===== src/rtl/phys_reg_free_list_if.sv =====
// Rename/commit port bundle for phys_reg_free_list.
// master: rename + commit side (drives requests/releases/flush).
// slave : the free list itself.
interface phys_reg_free_list_if #(
    parameter int unsigned PHY_REGS    = 64,
    parameter int unsigned ARCH_REGS   = 32,
    parameter int unsigned ALLOC_WIDTH = 2,
    parameter int unsigned FREE_WIDTH  = 2
);
    localparam int unsigned FREE_REG  = PHY_REGS - ARCH_REGS;
    localparam int unsigned PHY_WIDTH = $clog2(PHY_REGS);
    localparam int unsigned CNT_W     = $clog2(FREE_REG) + 1;

    logic [ALLOC_WIDTH-1:0]           alloc_req;
    logic                             alloc_grant;
    logic [ALLOC_WIDTH*PHY_WIDTH-1:0] alloc_preg;
    logic [FREE_WIDTH-1:0]            free_valid;
    logic [FREE_WIDTH*PHY_WIDTH-1:0]  free_preg;
    logic                             flush;
    logic [CNT_W-1:0]                 free_count;
    logic                             err;

    modport master (
        output alloc_req, free_valid, free_preg, flush,
        input  alloc_grant, alloc_preg, free_count, err
    );

    modport slave (
        input  alloc_req, free_valid, free_preg, flush,
        output alloc_grant, alloc_preg, free_count, err
    );
endinterface


===== src/rtl/phys_reg_free_list.sv =====
// Multi-port physical-register free list for rename.
// Circular buffer of PHY_REGS-ARCH_REGS entries with head (speculative
// allocation), retire_head (committed allocation) and tail (release) pointers.
// Pointers carry one extra wrap bit, so free_count = tail - head.
// Optional integrity checking is built when FREE_LIST_CHECK_EN is defined;
// otherwise err is tied low.
module phys_reg_free_list #(
    parameter int unsigned PHY_REGS    = 64,
    parameter int unsigned ARCH_REGS   = 32,
    parameter int unsigned ALLOC_WIDTH = 2,
    parameter int unsigned FREE_WIDTH  = 2
) (
    input logic                 clk,
    input logic                 rst,
    phys_reg_free_list_if.slave bus
);
    localparam int unsigned FREE_REG  = PHY_REGS - ARCH_REGS;
    localparam int unsigned PHY_WIDTH = $clog2(PHY_REGS);
    localparam int unsigned CNT_W     = $clog2(FREE_REG) + 1;
    localparam int unsigned IDX_W     = CNT_W - 1;
    // Wide enough to hold any lane popcount and count + popcount without overflow.
    localparam int unsigned SUM_W     = CNT_W + $clog2(ALLOC_WIDTH + FREE_WIDTH + 1);

    logic [PHY_WIDTH-1:0] entry [FREE_REG];
    logic [CNT_W-1:0]     head;
    logic [CNT_W-1:0]     retire_head;
    logic [CNT_W-1:0]     tail;
    logic [CNT_W-1:0]     count;

    logic [SUM_W-1:0]     n;
    logic [SUM_W-1:0]     m;
    logic [CNT_W-1:0]     n_ptr;
    logic [CNT_W-1:0]     m_ptr;
    logic [IDX_W-1:0]     rd_idx    [ALLOC_WIDTH];
    logic [IDX_W-1:0]     wr_idx    [FREE_WIDTH];
    logic [PHY_WIDTH-1:0] lane_preg [ALLOC_WIDTH];
    logic                 grant;

    // Allocation lanes: each requesting lane takes the next entry after the
    // lanes below it; all-or-nothing grant against the current free count.
    always_comb begin
        n              = '0;
        bus.alloc_preg = '0;
        for (int unsigned i = 0; i < ALLOC_WIDTH; i++) begin
            rd_idx[i]    = head[IDX_W-1:0] + IDX_W'(n);
            lane_preg[i] = entry[rd_idx[i]];
            bus.alloc_preg[i*PHY_WIDTH +: PHY_WIDTH] = lane_preg[i];
            n = n + SUM_W'(bus.alloc_req[i]);
        end
        n_ptr           = CNT_W'(n);
        count           = tail - head;
        grant           = (n <= SUM_W'(count)) && !bus.flush && !rst;
        bus.alloc_grant = grant;
        bus.free_count  = count;
    end

    // Release lanes: valid lanes are packed in lane order starting at tail.
    always_comb begin
        m = '0;
        for (int unsigned j = 0; j < FREE_WIDTH; j++) begin
            wr_idx[j] = tail[IDX_W-1:0] + IDX_W'(m);
            m = m + SUM_W'(bus.free_valid[j]);
        end
        m_ptr = CNT_W'(m);
    end

    // Pointer and storage update; flush rewinds head to the committed point
    // including this cycle's commits, releases are always accepted.
    always_ff @(posedge clk) begin
        if (rst) begin
            for (int unsigned k = 0; k < FREE_REG; k++) begin
                entry[k] <= PHY_WIDTH'(ARCH_REGS + k);
            end
            head        <= '0;
            retire_head <= '0;
            tail        <= CNT_W'(FREE_REG);
        end else begin
            for (int unsigned j = 0; j < FREE_WIDTH; j++) begin
                if (bus.free_valid[j]) begin
                    entry[wr_idx[j]] <= bus.free_preg[j*PHY_WIDTH +: PHY_WIDTH];
                end
            end
            tail        <= tail + m_ptr;
            retire_head <= retire_head + m_ptr;
            if (bus.flush) begin
                head <= retire_head + m_ptr;
            end else if (grant) begin
                head <= head + n_ptr;
            end
        end
    end

`ifdef FREE_LIST_CHECK_EN
    logic [PHY_REGS-1:0]  is_free;
    logic [PHY_REGS-1:0]  is_free_nxt;
    logic                 err_q;
    logic                 err_set;
    logic                 pristine;
    logic [CNT_W-1:0]     live;
    logic [IDX_W-1:0]     off;
    logic [PHY_WIDTH-1:0] rel;

    // Next is-free bitmap and error detection. On flush the bitmap is rebuilt
    // from the committed window [retire_head, tail) before this cycle's
    // releases are added on top.
    always_comb begin
        is_free_nxt = is_free;
        err_set     = 1'b0;
        live        = tail - retire_head;
        off         = '0;
        rel         = '0;
        if (bus.flush) begin
            is_free_nxt = '0;
            for (int unsigned k = 0; k < FREE_REG; k++) begin
                off = IDX_W'(k) - retire_head[IDX_W-1:0];
                if ({1'b0, off} < live) begin
                    is_free_nxt[entry[k]] = 1'b1;
                end
            end
        end else if (grant) begin
            for (int unsigned i = 0; i < ALLOC_WIDTH; i++) begin
                if (bus.alloc_req[i]) begin
                    if (!is_free[lane_preg[i]]) begin
                        err_set = 1'b1;
                    end
                    is_free_nxt[lane_preg[i]] = 1'b0;
                end
            end
        end
        for (int unsigned j = 0; j < FREE_WIDTH; j++) begin
            if (bus.free_valid[j]) begin
                rel = bus.free_preg[j*PHY_WIDTH +: PHY_WIDTH];
                // Catches both a stale free entry and two lanes releasing the
                // same register in one cycle.
                if (is_free_nxt[rel] || (!bus.flush && is_free[rel])) begin
                    err_set = 1'b1;
                end
                // Before any rename, architectural registers have no older
                // mapping that could legitimately be released.
                if (pristine && (rel < PHY_WIDTH'(ARCH_REGS))) begin
                    err_set = 1'b1;
                end
                is_free_nxt[rel] = 1'b1;
            end
        end
        if ((SUM_W'(count) + m) > SUM_W'(FREE_REG)) begin
            err_set = 1'b1;
        end
    end

    // Bitmap, sticky error and "nothing allocated since reset" tracking.
    always_ff @(posedge clk) begin
        if (rst) begin
            for (int unsigned k = 0; k < PHY_REGS; k++) begin
                is_free[k] <= (k >= ARCH_REGS);
            end
            err_q    <= 1'b0;
            pristine <= 1'b1;
        end else begin
            is_free <= is_free_nxt;
            err_q   <= err_q | err_set;
            if (grant && (n != '0)) begin
                pristine <= 1'b0;
            end
        end
    end

    assign bus.err = err_q;
`else
    assign bus.err = 1'b0;
`endif

endmodule


===== src/flat_wrapper.sv =====
// flat-port wrapper written by rule: the top's interface ports become plain ports
module phys_reg_free_list_flat 
#(
    parameter int unsigned PHY_REGS    = 64,
    parameter int unsigned ARCH_REGS   = 32,
    parameter int unsigned ALLOC_WIDTH = 2,
    parameter int unsigned FREE_WIDTH  = 2
)
  (clk, rst, bus_alloc_req, bus_free_valid, bus_free_preg, bus_flush, bus_alloc_grant, bus_alloc_preg, bus_free_count, bus_err);
  phys_reg_free_list_if #(.PHY_REGS(PHY_REGS), .ARCH_REGS(ARCH_REGS), .ALLOC_WIDTH(ALLOC_WIDTH), .FREE_WIDTH(FREE_WIDTH)) bus_i ();
  input logic clk;
  input logic rst;
  input wire logic [$bits(bus_i.alloc_req)-1:0] bus_alloc_req;
  input wire logic [$bits(bus_i.free_valid)-1:0] bus_free_valid;
  input wire logic [$bits(bus_i.free_preg)-1:0] bus_free_preg;
  input wire logic [$bits(bus_i.flush)-1:0] bus_flush;
  output wire logic [$bits(bus_i.alloc_grant)-1:0] bus_alloc_grant;
  output wire logic [$bits(bus_i.alloc_preg)-1:0] bus_alloc_preg;
  output wire logic [$bits(bus_i.free_count)-1:0] bus_free_count;
  output wire logic [$bits(bus_i.err)-1:0] bus_err;
  assign bus_i.alloc_req = bus_alloc_req;
  assign bus_i.free_valid = bus_free_valid;
  assign bus_i.free_preg = bus_free_preg;
  assign bus_i.flush = bus_flush;
  assign bus_alloc_grant = bus_i.alloc_grant;
  assign bus_alloc_preg = bus_i.alloc_preg;
  assign bus_free_count = bus_i.free_count;
  assign bus_err = bus_i.err;
  phys_reg_free_list #(.PHY_REGS(PHY_REGS), .ARCH_REGS(ARCH_REGS), .ALLOC_WIDTH(ALLOC_WIDTH), .FREE_WIDTH(FREE_WIDTH)) u_core (.clk(clk), .rst(rst), .bus(bus_i));
endmodule

===== config.mk =====
export PLATFORM = sky130hd
export DESIGN_NAME = phys_reg_free_list_flat
export DESIGN_NICKNAME = d
export VERILOG_FILES = /design/src/rtl/phys_reg_free_list_if.sv /design/src/rtl/phys_reg_free_list.sv /design/src/flat_wrapper.sv
export SDC_FILE = /design/constraint.sdc
export NUM_CORES = 1
export LEC_CHECK = 0
export CELL_PAD_IN_SITES_DETAIL_PLACEMENT = 1
export CELL_PAD_IN_SITES_GLOBAL_PLACEMENT = 2
export CORE_MARGIN = 2
export CORE_UTILIZATION = 39
export DETAILED_ROUTE_END_ITERATION = 6
export GPL_ROUTABILITY_DRIVEN = 0
export HOLD_SLACK_MARGIN = 0.03
export PLACE_DENSITY = 0.77
export REMOVE_ABC_BUFFERS = 1
export SLEW_MARGIN = 20
export SYNTH_ARGS = -nofsm -noshare
export SYNTH_HDL_FRONTEND = slang
export SYNTH_SLANG_ARGS = --single-unit

===== constraint.sdc =====
create_clock -name clk -period 3.9 [get_ports clk]
set_input_delay 0.78 -clock clk [delete_from_list [all_inputs] [get_ports clk]]
set_output_delay 0.78 -clock clk [all_outputs]
set_load 0.02 [all_outputs]

==> qor.yml <==
timing:
  whs_ns: 0.517
  finalHoldViolCount: 0
  relSlewSlack_pct: 39.2
  setup_violations: 1
  drv_slew: 0
  tightest_slew_ns: 0.906
  fmax_mhz: 256
  fin_crit_ns: 3.91
  post-route-period-util_pct: 100
  fin_skew_ns: 0.0288
  setup_slack_ns: -0.0133
synthesis:
  synth_ff_type: "edfxtp_1"
  synth_edf_count: 192
  synth_area_leader_cell: "edfxtp_1"
  netlist_area_sq_um: 13500
  yosysWarnings: 0
  async_flop_share_pct: 0
  yosysMostFrequentCell: "edfxtp_1"
  yosysSeqAreaShare_pct: 46.0
  synthCells: 1200
  synth_area_leaders: "edfxtp_1, mux4_2, nor2_1"
  ys_top_cells_by_count: "edfxtp_1, nor2_1, mux4_2"
  ys_types: 57
  syn_avg_cell_area_sq_um: 11.3
  netlist.area_leader.share_pct: 42.6
  ys_ff_latch: 215
floorplan:
  fp.dieArea_sq_um: 36200
  ios: 39
  die_h_um: 190
  core-area_sq_um: 34400
  rows: 68
  die_w_um: 190
  start_util_pct: 39.4
outcome:
  outcome: "finished, violations left"
  violations: "negative setup slack"
power:
  leakage_nw: 5.11
  power_frac_comb_pct: 30.2
  cellPowerDensity_nw_per_um2: 473
  p_int_mw: 5.29
  sw_frac_of_total_pct: 30.5
  vdd_drop_max_mv: 0.384
  clkPwrFrac_pct: 34.4
  fin_total_pwr_mw: 7.60
  sequentialPowerShare_pct: 35.4
  netSwitchingPower_mw: 2.32
routing:
  vias: 11694
  wire_per_inst_um: 31.7
  vias_per_cell: 6.66
  route.detailed.drc: 0
  antenna_left: 0
  dr.pass1.iters: 5
  drtIter0Drc: 1623
  drt_wl_total_um: 55600
global_route:
  grt_pass1_wl_um: 80700
  grt_max_degree: 49
  overflow: 0
  track_usage_pct: 30.9
  antenna_found_initial: 1
  grt_pass1_vias: 11467
layout:
  drive_above_1_share_pct: 25.1
  fin_nets: 1323
  syn_to_final_growth_pct: 18.8
  diodes: 0
  fin_util_pct: 46.8
worst_setup_path:
  crit_slowest_cell: "mux4_2"
  reg2reg_depth: 11
  cp_cell_sequence: "buf_4 -> ha_4 -> ha_4 -> bufbuf_16 -> mux4_2 -> mux4_2 -> mux2_2 -> clkdlybuf4s15_1"
  critPathArrivalTime_ns: 3.13
  cp-end-kind: "primary output"
  slowest_delay_ns: 0.49
  worstPathRequired_ns: 3.12
  path_class: "input pin to primary output"
  start_kind: "input pin"
  crit_fanout: 13
cts:
  clkTransAtPathRegs_ns: 0.06
  htree_levels: 1
  tritoncts: "built"
  clock_sinks: 215
  cts_root_buf: "clkbuf_16"
  cts_buffers: 26
  clock_latency_ns: 0.56
  cts_buffer_depth: 3
place:
  dp_hpwl_um: 40300
  io_buffers: 37
hold_path:
  hold_path.class: "flop to flop"
  hold_path_depth: 2
flow_run:
  maxCapViolations: 0
[metal layers]
metal  vias to the layer above  part of all wire [%]  GRT usage (%)
met1                      5919                    39           42.5
li1                       4785                     -              -
met5                         -                     0              0
met4                         0                   4.8           12.4
met2                       813                    45           48.7
met3                       177                    11           5.56
[through the flow]
| step | cells | setup slack, ns | setup TNS, ns | cell area, sq um |
|---|---|---|---|---|
| 4_1_cts | 1752 | -0.0878 | -0.207 | 16000 |
| 3_3_place_gp | 1696 | -0.727 | -4.35 | 15000 |
| 5_1_grt | 1756 | -0.0218 | -0.0218 | 16100 |
| 2_1_floorplan | 1093 | -0.989 | -8.29 | 13100 |
| 3_5_place_dp | 1696 | -0.772 | -4.67 | 15000 |
| 6_report | 1756 | -0.0133 | -0.0133 | 16100 |
[what timing repair did]
| action | 4_1_cts | 5_1_grt |
|---|---|---|
| cloned | 3 | 0 |
| buffers inserted | 5 | 5 |
| hold buffers | 0 | 0 |
| pin swaps | 1 | 2 |
| resized for setup | 34 | 18 |
| endpoints found under the setup margin | 13 | 8 |
[logic make-up (layout without fill, tap and decap cells)]
| logic type | after synthesis | after routing | share of synthesized area (%) |
|---|---|---|---|
| AOI/OAI and AO/OA | 240 | 240 | 10.4 |
| xor gates and xnor gates | 14 | 14 | 0.961 |
| adders and majority gates | 23 | 23 | 2.35 |
| buffers and inverters | 138 | 239 | 4.32 |
| DFF | 215 | 215 | 46.0 |
| muxes | 132 | 132 | 21.0 |
| other | 1 | 1 | 0.0277 |
| and+or+nand+nor | 437 | 437 | 15.0 |
[state kept, by name, indices dropped and copies added (netlist names), named ones only]
name / flops
u_core.retire_head: 6
u_core.head: 6
u_core.entry: 192
u_core.tail: 6
[power groups by stage]
stage / Sequential [mW] / Combinational, mW / Clock, mW
after global routing: 2.69 / 2.41 / 2.70
after detailed placement: 2.73 / 2.14 / 0
after CTS: 2.69 / 2.22 / 2.62
after global placement: 2.73 / 2.09 / 0
final: 2.69 / 2.29 / 2.62
after floorplan: 2.76 / 1.22 / 0
[final cells by class]
cell class                 count  area (sq um)
multi-input combinational    847          6780
fill                        3685         18300
timing repair buffer         160          1490
clock buffer                  33           698
clock inverter                15           204
tap                          455           569
inverter                      31           116
sequential                   215          6240
[final timing paths]
kind	start	to	slack (ns)
setup / recovery	bus_alloc_req[0]	bus_alloc_preg[11]	-0.01
hold / removal	u_core.retire_head[5]	u_core.retire_head[5]	0.52
setup reg to reg	u_core.head[0]	flop	1.04
hold reg to reg	u_core.retire_head[5]	u_core.retire_head[5]	0.52
[critical path: cells and delay by family]
kind	cells	cell delay, ns
adders and majority gates	2	0.48
muxes	3	1.12
buffers and inverters	3	0.74
[cells in the final DEF (no fill, tap or decap), types with 5 or more instances in the layout]
master,instances
o21ai_0,36
clkinv_2,5
or3b_1,5
mux2_2,11
xnor2_1,5
clkbuf_1,6
nor2b_1,6
o31ai_1,23
clkbuf_16,27
clkinv_1,9
xor2_1,7
nand3b_1,5
clkdlybuf4s50_1,21
mux4_2,120
inv_1,23
dlygate4sd2_1,6
nand3_1,77
dfxtp_1,18
nor4_1,7
nor2_1,160
nor3_1,47
buf_12,11
and2_1,5
ha_1,16
bufinv_16,5
buf_4,108
a31oi_1,51
nand2b_1,7
nand2_1,85
or3_1,10
edfxtp_1,192
a21oi_1,73
o21ai_1,34
Power figures use the tool's default switching activity.
